### config.mk
export PLATFORM = sky130hd
export DESIGN_NAME = uart_tx_periph
export DESIGN_NICKNAME = d
export VERILOG_FILES = /design/src/rtl/uart_tx_periph.sv
export SDC_FILE = /design/constraint.sdc
export NUM_CORES = 1
export LEC_CHECK = 0
export ABC_AREA = 0
export CAP_MARGIN = 20
export CORE_MARGIN = 3
export CORE_UTILIZATION = 59
export DETAILED_ROUTE_END_ITERATION = 6
export GPL_ROUTABILITY_DRIVEN = 0
export MAX_ROUTING_LAYER = met4
export PLACE_DENSITY = 0.86
export SETUP_SLACK_MARGIN = 0.05
export SLEW_MARGIN = 20
export SYNTH_ARGS = -nofsm -noshare
export SYNTH_HDL_FRONTEND = slang
export SYNTH_SLANG_ARGS = --single-unit
### constraint.sdc
create_clock -name clk -period 8.4 [get_ports clk]
set_clock_uncertainty 0.1 [all_clocks]
set_input_delay 1.26 -clock clk [delete_from_list [all_inputs] [get_ports clk]]
set_output_delay 1.26 -clock clk [all_outputs]
set_load 0.02 [all_outputs]
### src/rtl/uart_tx_periph.sv
// Memory-mapped 8N1 UART transmitter: CPU bus writes fill a TX FIFO that a
// bit-timed serializer drains onto the tx pin.
module uart_tx_periph #(
  parameter int unsigned FIFO_DEPTH  = 8,
  parameter int unsigned DEFAULT_DIV = 868
) (
  input  logic        clk,
  input  logic        reset,
  input  logic        busSel,
  input  logic [1:0]  busWe,
  input  logic [31:0] busAddr,
  input  logic [31:0] busWData,
  output logic [31:0] busRData,
  output logic        tx,
  output logic        txIrq
);

  localparam int unsigned AW = (FIFO_DEPTH > 1) ? $clog2(FIFO_DEPTH) : 1;
  localparam logic [AW:0] DEPTH_C = (AW+1)'(FIFO_DEPTH);
  localparam logic [15:0] DIV_RST = 16'(DEFAULT_DIV);

  typedef enum logic [1:0] {S_IDLE, S_START, S_DATA, S_STOP} state_e;

  state_e        state_q, state_d;
  logic          tx_q, tx_d;
  logic [15:0]   cnt_q, cnt_d;
  logic [15:0]   div_q, div_d;
  logic [2:0]    bit_q, bit_d;
  logic [7:0]    sh_q, sh_d;
  logic [15:0]   baud_q, baud_d;
  logic          tx_en_q, tx_en_d;
  logic          irq_en_q, irq_en_d;
  logic          ovf_q, ovf_d;
  logic [AW-1:0] rd_ptr_q, rd_ptr_d;
  logic [AW-1:0] wr_ptr_q, wr_ptr_d;
  logic [AW:0]   count_q, count_d;
  logic [7:0]    mem_q [FIFO_DEPTH];

  logic       wr, push_req, push_ok, pop;
  logic       fifo_empty, fifo_full, can_pop, bit_end, busy;
  logic [1:0] reg_sel;
  logic       unused_bits;

  assign unused_bits = ^{busAddr[31:4], busAddr[1:0], busWData[31:16]};

  assign reg_sel    = busAddr[3:2];
  assign wr         = busSel && (busWe != '0);
  assign push_req   = wr && (reg_sel == 2'd0);
  assign fifo_empty = (count_q == '0);
  assign fifo_full  = (count_q == DEPTH_C);
  assign can_pop    = tx_en_q && !fifo_empty;
  assign bit_end    = (cnt_q == div_q - 16'd1);
  assign busy       = !fifo_empty || (state_q != S_IDLE);
  // A full FIFO still accepts a push when the serializer pops in the same cycle.
  assign push_ok    = push_req && (!fifo_full || pop);

  always_comb begin
    state_d = state_q;
    tx_d    = tx_q;
    cnt_d   = cnt_q;
    div_d   = div_q;
    bit_d   = bit_q;
    sh_d    = sh_q;
    pop     = 1'b0;
    case (state_q)
      S_IDLE: begin
        tx_d = 1'b1;
        if (can_pop) pop = 1'b1;
      end
      S_START: begin
        if (bit_end) begin
          cnt_d   = '0;
          bit_d   = '0;
          tx_d    = sh_q[0];
          state_d = S_DATA;
        end else cnt_d = cnt_q + 16'd1;
      end
      S_DATA: begin
        if (bit_end) begin
          cnt_d = '0;
          if (bit_q == 3'd7) begin
            tx_d    = 1'b1;
            state_d = S_STOP;
          end else begin
            bit_d = bit_q + 3'd1;
            sh_d  = sh_q >> 1;
            tx_d  = sh_q[1];
          end
        end else cnt_d = cnt_q + 16'd1;
      end
      S_STOP: begin
        if (bit_end) begin
          cnt_d = '0;
          if (can_pop) pop = 1'b1;
          else begin
            tx_d    = 1'b1;
            state_d = S_IDLE;
          end
        end else cnt_d = cnt_q + 16'd1;
      end
      default: state_d = S_IDLE;
    endcase
    if (pop) begin
      sh_d    = mem_q[rd_ptr_q];
      div_d   = baud_q;
      cnt_d   = '0;
      tx_d    = 1'b0;
      state_d = S_START;
    end
  end

  always_comb begin
    rd_ptr_d = rd_ptr_q + AW'(pop);
    wr_ptr_d = wr_ptr_q + AW'(push_ok);
    case ({push_ok, pop})
      2'b10:   count_d = count_q + 1'b1;
      2'b01:   count_d = count_q - 1'b1;
      default: count_d = count_q;
    endcase
    ovf_d    = ovf_q;
    if (push_req && !push_ok) ovf_d = 1'b1;
    else if (wr && (reg_sel == 2'd1) && busWData[3]) ovf_d = 1'b0;
    tx_en_d  = tx_en_q;
    irq_en_d = irq_en_q;
    if (wr && (reg_sel == 2'd2)) begin
      tx_en_d  = busWData[0];
      irq_en_d = busWData[1];
    end
    baud_d = baud_q;
    if (wr && (reg_sel == 2'd3))
      baud_d = (busWData[15:0] < 16'd2) ? 16'd2 : busWData[15:0];
  end

  always_comb begin
    busRData = '0;
    if (busSel) begin
      case (reg_sel)
        2'd1:    busRData = {16'h0, 8'(count_q), 4'h0, ovf_q, fifo_empty, fifo_full, busy};
        2'd2:    busRData = {30'h0, irq_en_q, tx_en_q};
        2'd3:    busRData = {16'h0, baud_q};
        default: busRData = '0;
      endcase
    end
  end

  always_ff @(posedge clk or negedge reset) begin
    if (!reset) begin
      state_q  <= S_IDLE;
      tx_q     <= 1'b1;
      cnt_q    <= '0;
      div_q    <= DIV_RST;
      bit_q    <= '0;
      sh_q     <= '0;
      baud_q   <= DIV_RST;
      tx_en_q  <= 1'b0;
      irq_en_q <= 1'b0;
      ovf_q    <= 1'b0;
      rd_ptr_q <= '0;
      wr_ptr_q <= '0;
      count_q  <= '0;
    end else begin
      state_q  <= state_d;
      tx_q     <= tx_d;
      cnt_q    <= cnt_d;
      div_q    <= div_d;
      bit_q    <= bit_d;
      sh_q     <= sh_d;
      baud_q   <= baud_d;
      tx_en_q  <= tx_en_d;
      irq_en_q <= irq_en_d;
      ovf_q    <= ovf_d;
      rd_ptr_q <= rd_ptr_d;
      wr_ptr_q <= wr_ptr_d;
      count_q  <= count_d;
    end
  end

  always_ff @(posedge clk) begin
    if (push_ok) mem_q[wr_ptr_q] <= busWData[7:0];
  end

  assign tx    = tx_q;
  assign txIrq = irq_en_q && fifo_empty && (state_q == S_IDLE);

endmodule

# Word-level counts from Yosys, hierarchy flattened
# Memories as Yosys holds them, arrays and structs flattened.
# Cells that the tools add are included.
[word_totals] memories=1 in_bits=69 mem_bits_rw=64 ff_bits=75 word_cells=111 output_inout_bits=34
[mem_list] memory="mem_q" depth=8 word_bits=8 rd=1 rd_clocked_by_memory_dff=0 wr=1 line="37" rtl="logic [7:0] mem_q [FIFO_DEPTH];"
[op_classes] magnitude_cmp=1 n_mux=36 eq_ne=20 add_sub_neg=7 n_reduce_logical=33
[ops] operator="$mux W16" n=5
[ops] operator="$pmux W16 S3" n=1
[ops] operator="$mux W8" n=4
[ops] operator="$add A16 B1 Y16 const B" n=1
[ops] operator="$eq A16 B16 Y1" n=1
[ops] operator="$lt A16 B2 Y1 const B" n=1
[ops] operator="$reduce_bool A2 Y1" n=8
[ops] operator="$sub A16 B1 Y16 const B" n=1
[ops] operator="$ne A3 B3 Y1 const B" n=5
[ops] operator="$mux W1" n=12
[ops] operator="$mux W2" n=6
[ops] operator="$logic_and A1 B1 Y1" n=11
[ops] operator="$eq A2 B2 Y1 const B" n=5
[ops] operator="$mux W3" n=3
[ops] operator="$ne A2 B2 Y1 const B" n=4
[ops] operator="$pmux W4 S2" n=1
[ops] operator="$reduce_and A4 Y1" n=2
[ops] operator="$add A3 B1 Y3" n=2
[ops] operator="$eq A2 B1 Y1 const B" n=3
[ops] operator="$pmux W2 S3" n=1
[ops] operator="$pmux W3 S2" n=1
[ops] operator="$reduce_and A6 Y1" n=1
[ops] operator="$add A4 B1 Y4 const B" n=1
[ops] operator="$eq A4 B4 Y1 const B" n=1
[ops] operator="12 further kinds" n=16

# Depth between registers and ports, before layout
# Gate-level depths: netlist of run 1.
[depth] word_depth=11 mapped_depth=19 mapped_depth_nobuf=17

# Worst setup path before layout of run 1
# OpenSTA, ideal clock, no wires.
[synth_timing] kind="register -> register" start="register div_q[4]" end="register count_q[2]" t_arrival_ns=4.185 setup_time_ns=0.131 n_path_buf=2 path_stages_with_launch=18 path_slack_ns=3.984 required_time_ns=8.169 synth_period_minus_slack_ns=4.416 cell_sequence="dfrtp_1 or4_4 or4_4 or4_4 o211a_2 nor4b_4 a31oi_4 inv_6 buf_6 o21ai_0 ha_1 clkbuf_1 xor2_1 ha_1 a21oi_1 xor2_1 nor2_1 xor2_1"
[synth_via] elab_chain_cells=8 word_cells_on_any_way=10 classes_between="add/sub (1); eq/ne (3); mux (3); reduce/logical (3)"
[synth_lines] item="start, declared" line="27" rtl="logic [15:0] div_q, div_d;"
[synth_lines] item="start signal, assigned" line="165" rtl="div_q <= div_d;"
[synth_lines] item="$sub A16 B1 Y16 *" line="52" rtl="assign bit_end = (cnt_q == div_q - 16'd1);"
[synth_lines] item="$eq A16 B16 Y1 *" line="52"
[synth_lines] item="$mux W1 *" line="92" rtl="if (bit_end) begin"
[synth_lines] item="$pmux W1 S2 *" line="65" rtl="case (state_q)"
[synth_lines] item="$logic_or A1 B1 Y1" line="55" rtl="assign push_ok = push_req && (!fifo_full || pop);"
[synth_lines] item="$logic_and A1 B1 Y1" line="55"
[synth_lines] item="$eq A2 B1 Y1 or $eq A2 B2 Y1 (tied branches)" line="115" rtl="case ({push_ok, pop})"
[synth_lines] item="$pmux W4 S2 or $reduce_bool A2 Y1 (tied branches)"
[synth_lines] item="end signal, assigned" line="174" rtl="count_q <= count_d;"
[synth_lines] item="end, declared" line="36" rtl="logic [AW:0] count_q, count_d;"
# Mark *: on every way between the ends. The rest lies on a longest branch, timed or not.
# A chain may end at the register's enable or synchronous reset.

# Final worst setup path of run 1
# Same ends and word-level chain as after synthesis.

==> results of run 1 <==
## power by group through the flow
stage | clock (mW) | sequential, mW | combinational [mW]
6_report | 0.789 | 1.08 | 0.785
5_1_grt | 0.830 | 1.11 | 0.857
4_1_cts | 0.796 | 1.08 | 0.777
3_5_place_dp | 0 | 1.09 | 0.758
3_3_place_gp | 0 | 1.07 | 0.723
2_1_floorplan | 0 | 0.957 | 0.688
## worst min-delay path: cells and delay by family, from the launching register on
family,cells,cell delay [ns]
mux,1,0.05
buf+inv,1,0.05
flops,1,0.38
## sequential cells by signal, indices dropped and copies added (netlist names)
| name | cells |
|---|---|
| sh_q | 8 |
| irq_en_q | 1 |
| rd_ptr_q | 3 |
| state_q | 2 |
| cnt_q | 16 |
| tx | 1 |
| ovf_q | 1 |
| tx_en_q | 1 |
| baud_q | 16 |
| count_q | 4 |
| mem_q | 64 |
| wr_ptr_q | 3 |
| bit_q | 3 |
| div_q | 16 |
## how the worst max path moves through the flow
stage / cells after the start / to / slack, ns
CTS: 17 / count_q[2]$_DFFE_PN0P_ / 3.42
detailed placement: 15 / count_q[2]$_DFFE_PN0P_ / 3.50
finish: 15 / count_q[2]$_DFFE_PN0P_ / 3.42
global route: 17 / count_q[2]$_DFFE_PN0P_ / 3.17
global placement: 15 / count_q[2]$_DFFE_PN0P_ / 3.63
floorplan: 17 / count_q[2]$_DFFE_PN0P_ / 3.98
## kinds of logic (layout without fill, tap and decap cells)
logic type / Yosys count / count (layout)
flip-flops: 139 / 139
AND/OR/NAND/NOR: 136 / 136
AO/OA/AOI/OAI: 85 / 85
multiplexers: 85 / 85
buffers and inverters: 61 / 94
XOR/XNOR: 28 / 28
adder cells (fa/ha/maj): 16 / 16
other: 1 / 16
## placed cells by master (no fill, tap or decap), types with 13 or more instances in the layout
cell             instances
and3_1                  13
clkbuf_16               17
clkdlybuf4s50_1         39
conb_1                  16
dfrtp_1                 63
edfxtp_1                64
ha_1                    16
inv_1                   18
mux2_2                  21
mux2_4                  13
mux2i_1                 35
mux4_2                  16
nand2_1                 22
nor2_1                  18
o21ai_0                 14
xnor2_1                 15
xor2_1                  13
## metrics by stage
stage	std cells	power, mW
after floorplan	566	1.64
after global placement	709	1.79
after detailed placement	709	1.84
after CTS	741	2.65
after global routing	742	2.79
final	742	2.66
## area by class of cell
class | count | area (µm²) | share of cell area (%)
clock buffer | 17 | 425 | 5.19
sequential | 139 | 3810 | 46.5
clock inverter | 15 | 208 | 2.54
multi-input combinational | 366 | 3070 | 37.5
tap | 143 | 179 | 2.18
timing repair buffer | 43 | 420 | 5.13
inverter | 19 | 76.3 | 0.932
## routing by layer
metal	routed length (µm)	vias to the layer above
met2	7680	275
li1	-	2133
met5	0	-
met4	516	0
met1	6180	2388
met3	1170	52
==> reports/qor.csv, run 1 <==
stage;metric;value;unit
grt;M1 GR Usage;33.2;%
yosys;largest family of logic cells by synthesized area;multiplexers;
timing;min Tclk post-route;4.98;ns
yosys;XOR/XNOR share of the synthesized area;3.43;%
power_and_ir_drop;Logic pwr share;29.5;%
clocking;Resized cells post-CTS;0;
routing;DRT iter0 DRCs;480;
power_and_ir_drop;Pleak;3.28;nW
worst_setup_path;CP Max Fanout;34;
floorplanning;die width;116;µm
floorplanning;num ports;103;
yosys;syn_area_per_cell;13.0;µm²
yosys;Post-Syn Area;7150;µm²
floorplanning;Starting Density;61.6;%
cells_and_area;# diodes;0;
yosys;Yosys reg bits;139;
yosys;Seq/Total Area, Yosys;53.3;%
power_and_ir_drop;Clock power frac;29.7;%
grt;vias in the first global route;4778;
worst_setup_path;reg-to-reg critical path endpoint;count_q[2]$_DFFE_PN0P_;
worst_setup_path;Slowest cell on crit path;or4_4;
power_and_ir_drop;Seq pwr share;40.8;%
floorplanning;Die Y;116;µm
clocking;setup bufs post-CTS;0;
grt;total gr overflow;0;
placement;DP HPWL;10.1;mm
timing;Fin. Hold Viols;0;
yosys;post-synthesis mux area share;16.0;%
worst_setup_path;crit path from;div_q[4]$_DFFE_PN0N_;
run;MaxCap Viol Count;0;
worst_setup_path;CP arrival;5.17;ns
timing;final slew viol count;0;
grt;pin count of the biggest net entering global routing;76;
clocking;Clock transition at path regs;0.06;ns
yosys;Synth Area in Adders;2.80;%
routing;DRT Wirelength;15.5;mm
hold_path;hold depth;2;
worst_setup_path;reg2reg setup slack;3.42;ns
cells_and_area;Final Util;70.5;%
routing;DRT Pass-1 Iters;5;
timing;Final period util;59.2;%
hold_path;Hold EP;bit_q[2]$_DFFE_PN0P_;
worst_setup_path;top cell family by delay on the critical path;simple AND/OR/NAND/NOR gates;
cells_and_area;area growth from synthesis to layout;14.5;%
placement;DP Area;7540;µm²
yosys;Synth Area in Simple Gates;11.1;%
worst_setup_path;launch point of the worst reg-to-reg path;div_q[4]$_DFFE_PN0N_;
grt;GR met2 Demand/Resource;40.6;%
hold_path;min-delay src;bit_q[2]$_DFFE_PN0P_;
worst_setup_path;CP Capture Type;flop;
cells_and_area;# fillers;732;
clocking;clk_lat worst skew;0.42;ns
timing;RSZ-0062 raised after global routing;no;
worst_setup_path;WP buf/inv;1;
clocking;clk sink count;139;
clocking;CTS Buf Count;17;
worst_setup_path;critical path required time;8.60;ns
routing;Remaining DRCs;0;
cells_and_area;Finished Cell Area;8190;µm²
grt;initial antenna violation count;0;
grt;M3 GR Usage;5.03;%
placement;IO Port Bufs;40;
power_and_ir_drop;Sw Ratio;34.6;%
power_and_ir_drop;peak supply drop;230;µV
yosys;Compound-Gate Fraction of Synth Area;8.66;%
worst_setup_path;Setup Crit Path Kind;flop to flop;
worst_setup_path;crit path cell chain;or4_4 > or4_4 > or4_4 > o211a_2 > nor4b_4 > a31oi_4 > inv_6 > o21ai_0 > ha_1 > xor2_1 > ha_1 > a21oi_1 > xor2_1 > nor2_1 > xor2_1;
power_and_ir_drop;Power Internal;1.74;mW
yosys;Synth cell types;72;
yosys;cell taking the most area after synthesis;edfxtp_1;
routing;average wire per standard cell;20.9;µm
timing;maximum clock rate;201;MHz
floorplanning;full die area;13500;µm²
timing;worst slew pin tran;1.05;ns
yosys;Cells after Synth;551;
placement;worst slack at placement;3.50;ns
grt;Total GRT Usage;25.9;%
power_and_ir_drop;PD cells;325;nW/µm²
timing;Rel. slew slack;29.3;%
power_and_ir_drop;Switching Power;0.919;mW
clocking;# H-tree levels;4;
timing;Setup Viol. Count Final;0;
yosys;main flop type after synthesis;edfxtp_1;
timing;TNS Setup;0;ns
yosys;Synth async-reset ratio;54.0;%
routing;DR vias/cell;6.53;
yosys;number of synthesized flops with an enable pin;64;
grt;grt peak-use layer;met2;
clocking;Root Driver;clkbuf_16;
worst_setup_path;CP Launch Type;flop;
yosys;yosys warns;0;
floorplanning;core box area;11600;µm²
floorplanning;Rows;39;
timing;Worst Hold Slack;0.426;ns
yosys;share of the synthesized area in the top cell type;26.9;%
clocking;CTS tree;done;
hold_path;hold crit path type;flop to flop;
worst_setup_path;worst r2r path cells;15;
timing;PnR worst setup slack;3.42;ns
grt;first-pass GRT wire length;25.4;mm
routing;antenna-violating nets left;0;
clocking;hold_buf cts;0;
worst_setup_path;slowest stage delay, CP;0.59;ns
status;status;complete, no violations;
yosys;Post-synth top cells;dfrtp_1 (64), edfxtp_1 (64), mux2i_1 (35);
yosys;top cells by area, synth;edfxtp_1 (27%), dfrtp_1 (22%), mux4_2 (5.0%);
cells_and_area;final net count;671;
cells_and_area;share of cells above drive strength 1;18.7;%
clocking;Max clock buf depth;2;
routing;via count;4848;
No activity file was read; power rests on OpenSTA's default activity.
==> run 2: changes to the inputs <==
Settings changed: CORE_UTILIZATION 59 to 50, PLACE_DENSITY 0.86 to 0.77.
Clock period 8.4 ns to 4.2 ns, I/O delays scaled along.
==> run 2 against run 1 <==
- worst hold slack worse by 0.18 ns
- critical path depth unchanged
- critical endpoint unchanged
- fmax up 23%
- global-route usage down 5.7 points
- setup slack worse by 3.3 ns
- combinational power up 110%
- cell count up 8.1%
- sequential power up 97%
- register-to-register slack worse by 3.3 ns
- non-clock buffer count up 23
- die area up 17%
==> reports/qor.csv, run 2 (synthesized netlist as in run 1, its figures left out) <==
stage;metric;value;unit;change
timing;Fin. Hold Viols;0;;unchanged
timing;Final period util;96.5;%;+37 points
clocking;clk sink count;139;;unchanged
timing;Rel. slew slack;36.3;%;+7.0 points
cells_and_area;Largest Register;mem_q;;
worst_setup_path;CP arrival;4.25;ns;-0.92 ns
power_and_ir_drop;Pleak;3.36;nW;+2.5%
clocking;CTS Buf Count;17;;unchanged
routing;Remaining DRCs;0;;unchanged
clocking;hold_buf cts;0;;unchanged
placement;DP HPWL;10.3;mm;+1.3%
routing;via count;4699;;-3.1%
worst_setup_path;CP Capture Type;flop;;
placement;IO Port Bufs;40;;unchanged
timing;Worst Hold Slack;0.242;ns;-0.183 ns
grt;vias in the first global route;4740;;-0.80%
clocking;Clock transition at path regs;0.06;ns;about the same
grt;total gr overflow;0;;unchanged
clocking;Max clock buf depth;2;;unchanged
timing;TNS Setup;0;ns;unchanged
timing;final slew viol count;0;;unchanged
routing;average wire per standard cell;18.6;µm;-11%
worst_setup_path;critical path required time;4.40;ns;-4.20 ns
cells_and_area;Finished Cell Area;8410;µm²;+2.6%
cells_and_area;Final Util;60.3;%;-10 points
floorplanning;Die Y;126;µm;+8.2%
worst_setup_path;CP Max Fanout;6;;-82%
placement;# placed instances;767;;+8.2%
grt;Total GRT Usage;20.2;%;-5.7 points
run;MaxCap Viol Count;0;;unchanged
clocking;Root Driver;clkbuf_16;;
timing;worst slew pin tran;0.955;ns;-0.0997 ns
grt;pin count of the biggest net entering global routing;76;;unchanged
worst_setup_path;Setup Crit Path Kind;flop to flop;;
routing;DRT Pass-1 Iters;7;;+2
routing;DRT Wirelength;14.9;mm;-4.2%
cells_and_area;most common cell after layout, fill and taps aside;edfxtp_1;;
cells_and_area;share of cells above drive strength 1;22.5;%;+3.8 points
timing;Setup Viol. Count Final;0;;unchanged
cells_and_area;area growth from synthesis to layout;17.5;%;
cells_and_area;commonest non-fill, non-tap cells in the layout;edfxtp_1 (64), dfrtp_1 (63), clkdlybuf4s50_1 (39), mux2i_1 (35), buf_4 (26);;
grt;first-pass GRT wire length;24.4;mm;-4.1%
power_and_ir_drop;PD cells;619;nW/µm²;+91%
routing;DR vias/cell;5.86;;-10%
status;status;complete, no violations;;
floorplanning;num ports;103;;unchanged
cells_and_area;final std cells w/o fill;802;;+8.1%
power_and_ir_drop;Pwr Total;5.20;mW;+96%
timing;PnR worst setup slack;0.147;ns;-3.28 ns
cells_and_area;final net count;694;;+3.4%
timing;maximum clock rate;247;MHz;+23%
clocking;CTS tree;done;;
cells_and_area;max FFs per register;64;;unchanged
worst_setup_path;CP Launch Type;flop;;
floorplanning;full die area;15800;µm²;+17%
routing;antenna-violating nets left;0;;unchanged
placement;worst slack at placement;0.115;ns;-3.38 ns
clocking;# H-tree levels;4;;unchanged
hold_path;hold crit path type;primary input to asynchronous set/reset pin;;
clocking;clk_lat worst skew;0.42;ns;about the same
floorplanning;Rows;43;;+10%
timing;min Tclk post-route;4.05;ns;-0.922 ns
floorplanning;die width;126;µm;+8.2%
power_and_ir_drop;peak supply drop;337;µV;+46%
grt;initial antenna violation count;0;;unchanged
routing;DRT iter0 DRCs;396;;-18%
floorplanning;core box area;13900;µm²;+20%
placement;DP Area;7780;µm²;+3.1%
cells_and_area;# diodes;0;;unchanged
floorplanning;Starting Density;51.3;%;-10 points
-- run 2: cell count changes in the layout (fill, tap and decap cells not counted), sizes merged --
cell,previous run,this run
inv,25,24
clkinvlp,2,3
clkinv,4,6
bufinv,3,1
buf,4,27
-- run 2: layout make-up --
class | instances | area [µm²]
clock buffers | 17 | 425
fillers | 1018 | 5530
clock inverters | 15 | 139
repair buffers | 66 | 606
flip-flops and latches | 139 | 3810
inverters | 19 | 76.3
well taps | 180 | 225
multi-input cells | 366 | 3120
-- run 2: worst paths after layout --
path	to	depth (start not counted)	start	slack [ns]
max in group asynchronous	rd_ptr_q[0]$_DFF_PN0_	1	reset	3.07
hold / removal	wr_ptr_q[2]$_DFF_PN0_	1	reset	0.24
setup / recovery	count_q[2]$_DFFE_PN0P_	15	div_q[6]$_DFFE_PN1N_	0.15
setup reg to reg	count_q[2]$_DFFE_PN0P_	15	div_q[6]$_DFFE_PN1N_	0.15
min in group clk	ovf_q$_DFFE_PN0P_	2	ovf_q$_DFFE_PN0P_	0.42
hold reg to reg	ovf_q$_DFFE_PN0P_	2	ovf_q$_DFFE_PN0P_	0.42
-- run 2: critical path: stages (launching register included) --
cell and delay [ns]:
dfstp_2 0.40, or4_4 0.55, or4_4 0.51, or4_4 0.44, o211a_4 0.18, nor4b_4 0.38
a31oi_4 0.15, clkinv_4 0.10, o21ai_2 0.08, ha_4 0.23, xor2_2 0.14, ha_2 0.19
a21oi_2 0.12, xor2_1 0.16, nor2_1 0.06, xor2_1 0.14
-- run 2: layer usage --
layer  vias to the layer above  part of all wire, %  global-route usage (%)
met4                         0                  2.2                    8.86
met1                      2314                   44                    26.3
li1                       2185                    -                       -
met2                       166                   48                    31.0
met5                         -                    0                       -
met3                        34                  5.6                    3.99
-- run 2: power breakdown --
part | switching [mW] | internal [mW] | leakage (nW)
Sequential | 0.411 | 1.72 | 1.50
Clock | 0.597 | 0.823 | 0.267
Combinational | 0.785 | 0.871 | 1.59
Total | 1.79 | 3.41 | 3.36
-- run 2: what timing repair did --
action | 4_1_cts | 5_1_grt
hold endpoints to repair | 0 | 0
setup buffers | 0 | 3
resized for setup | 0 | 9
endpoints found under the setup margin | 0 | 3
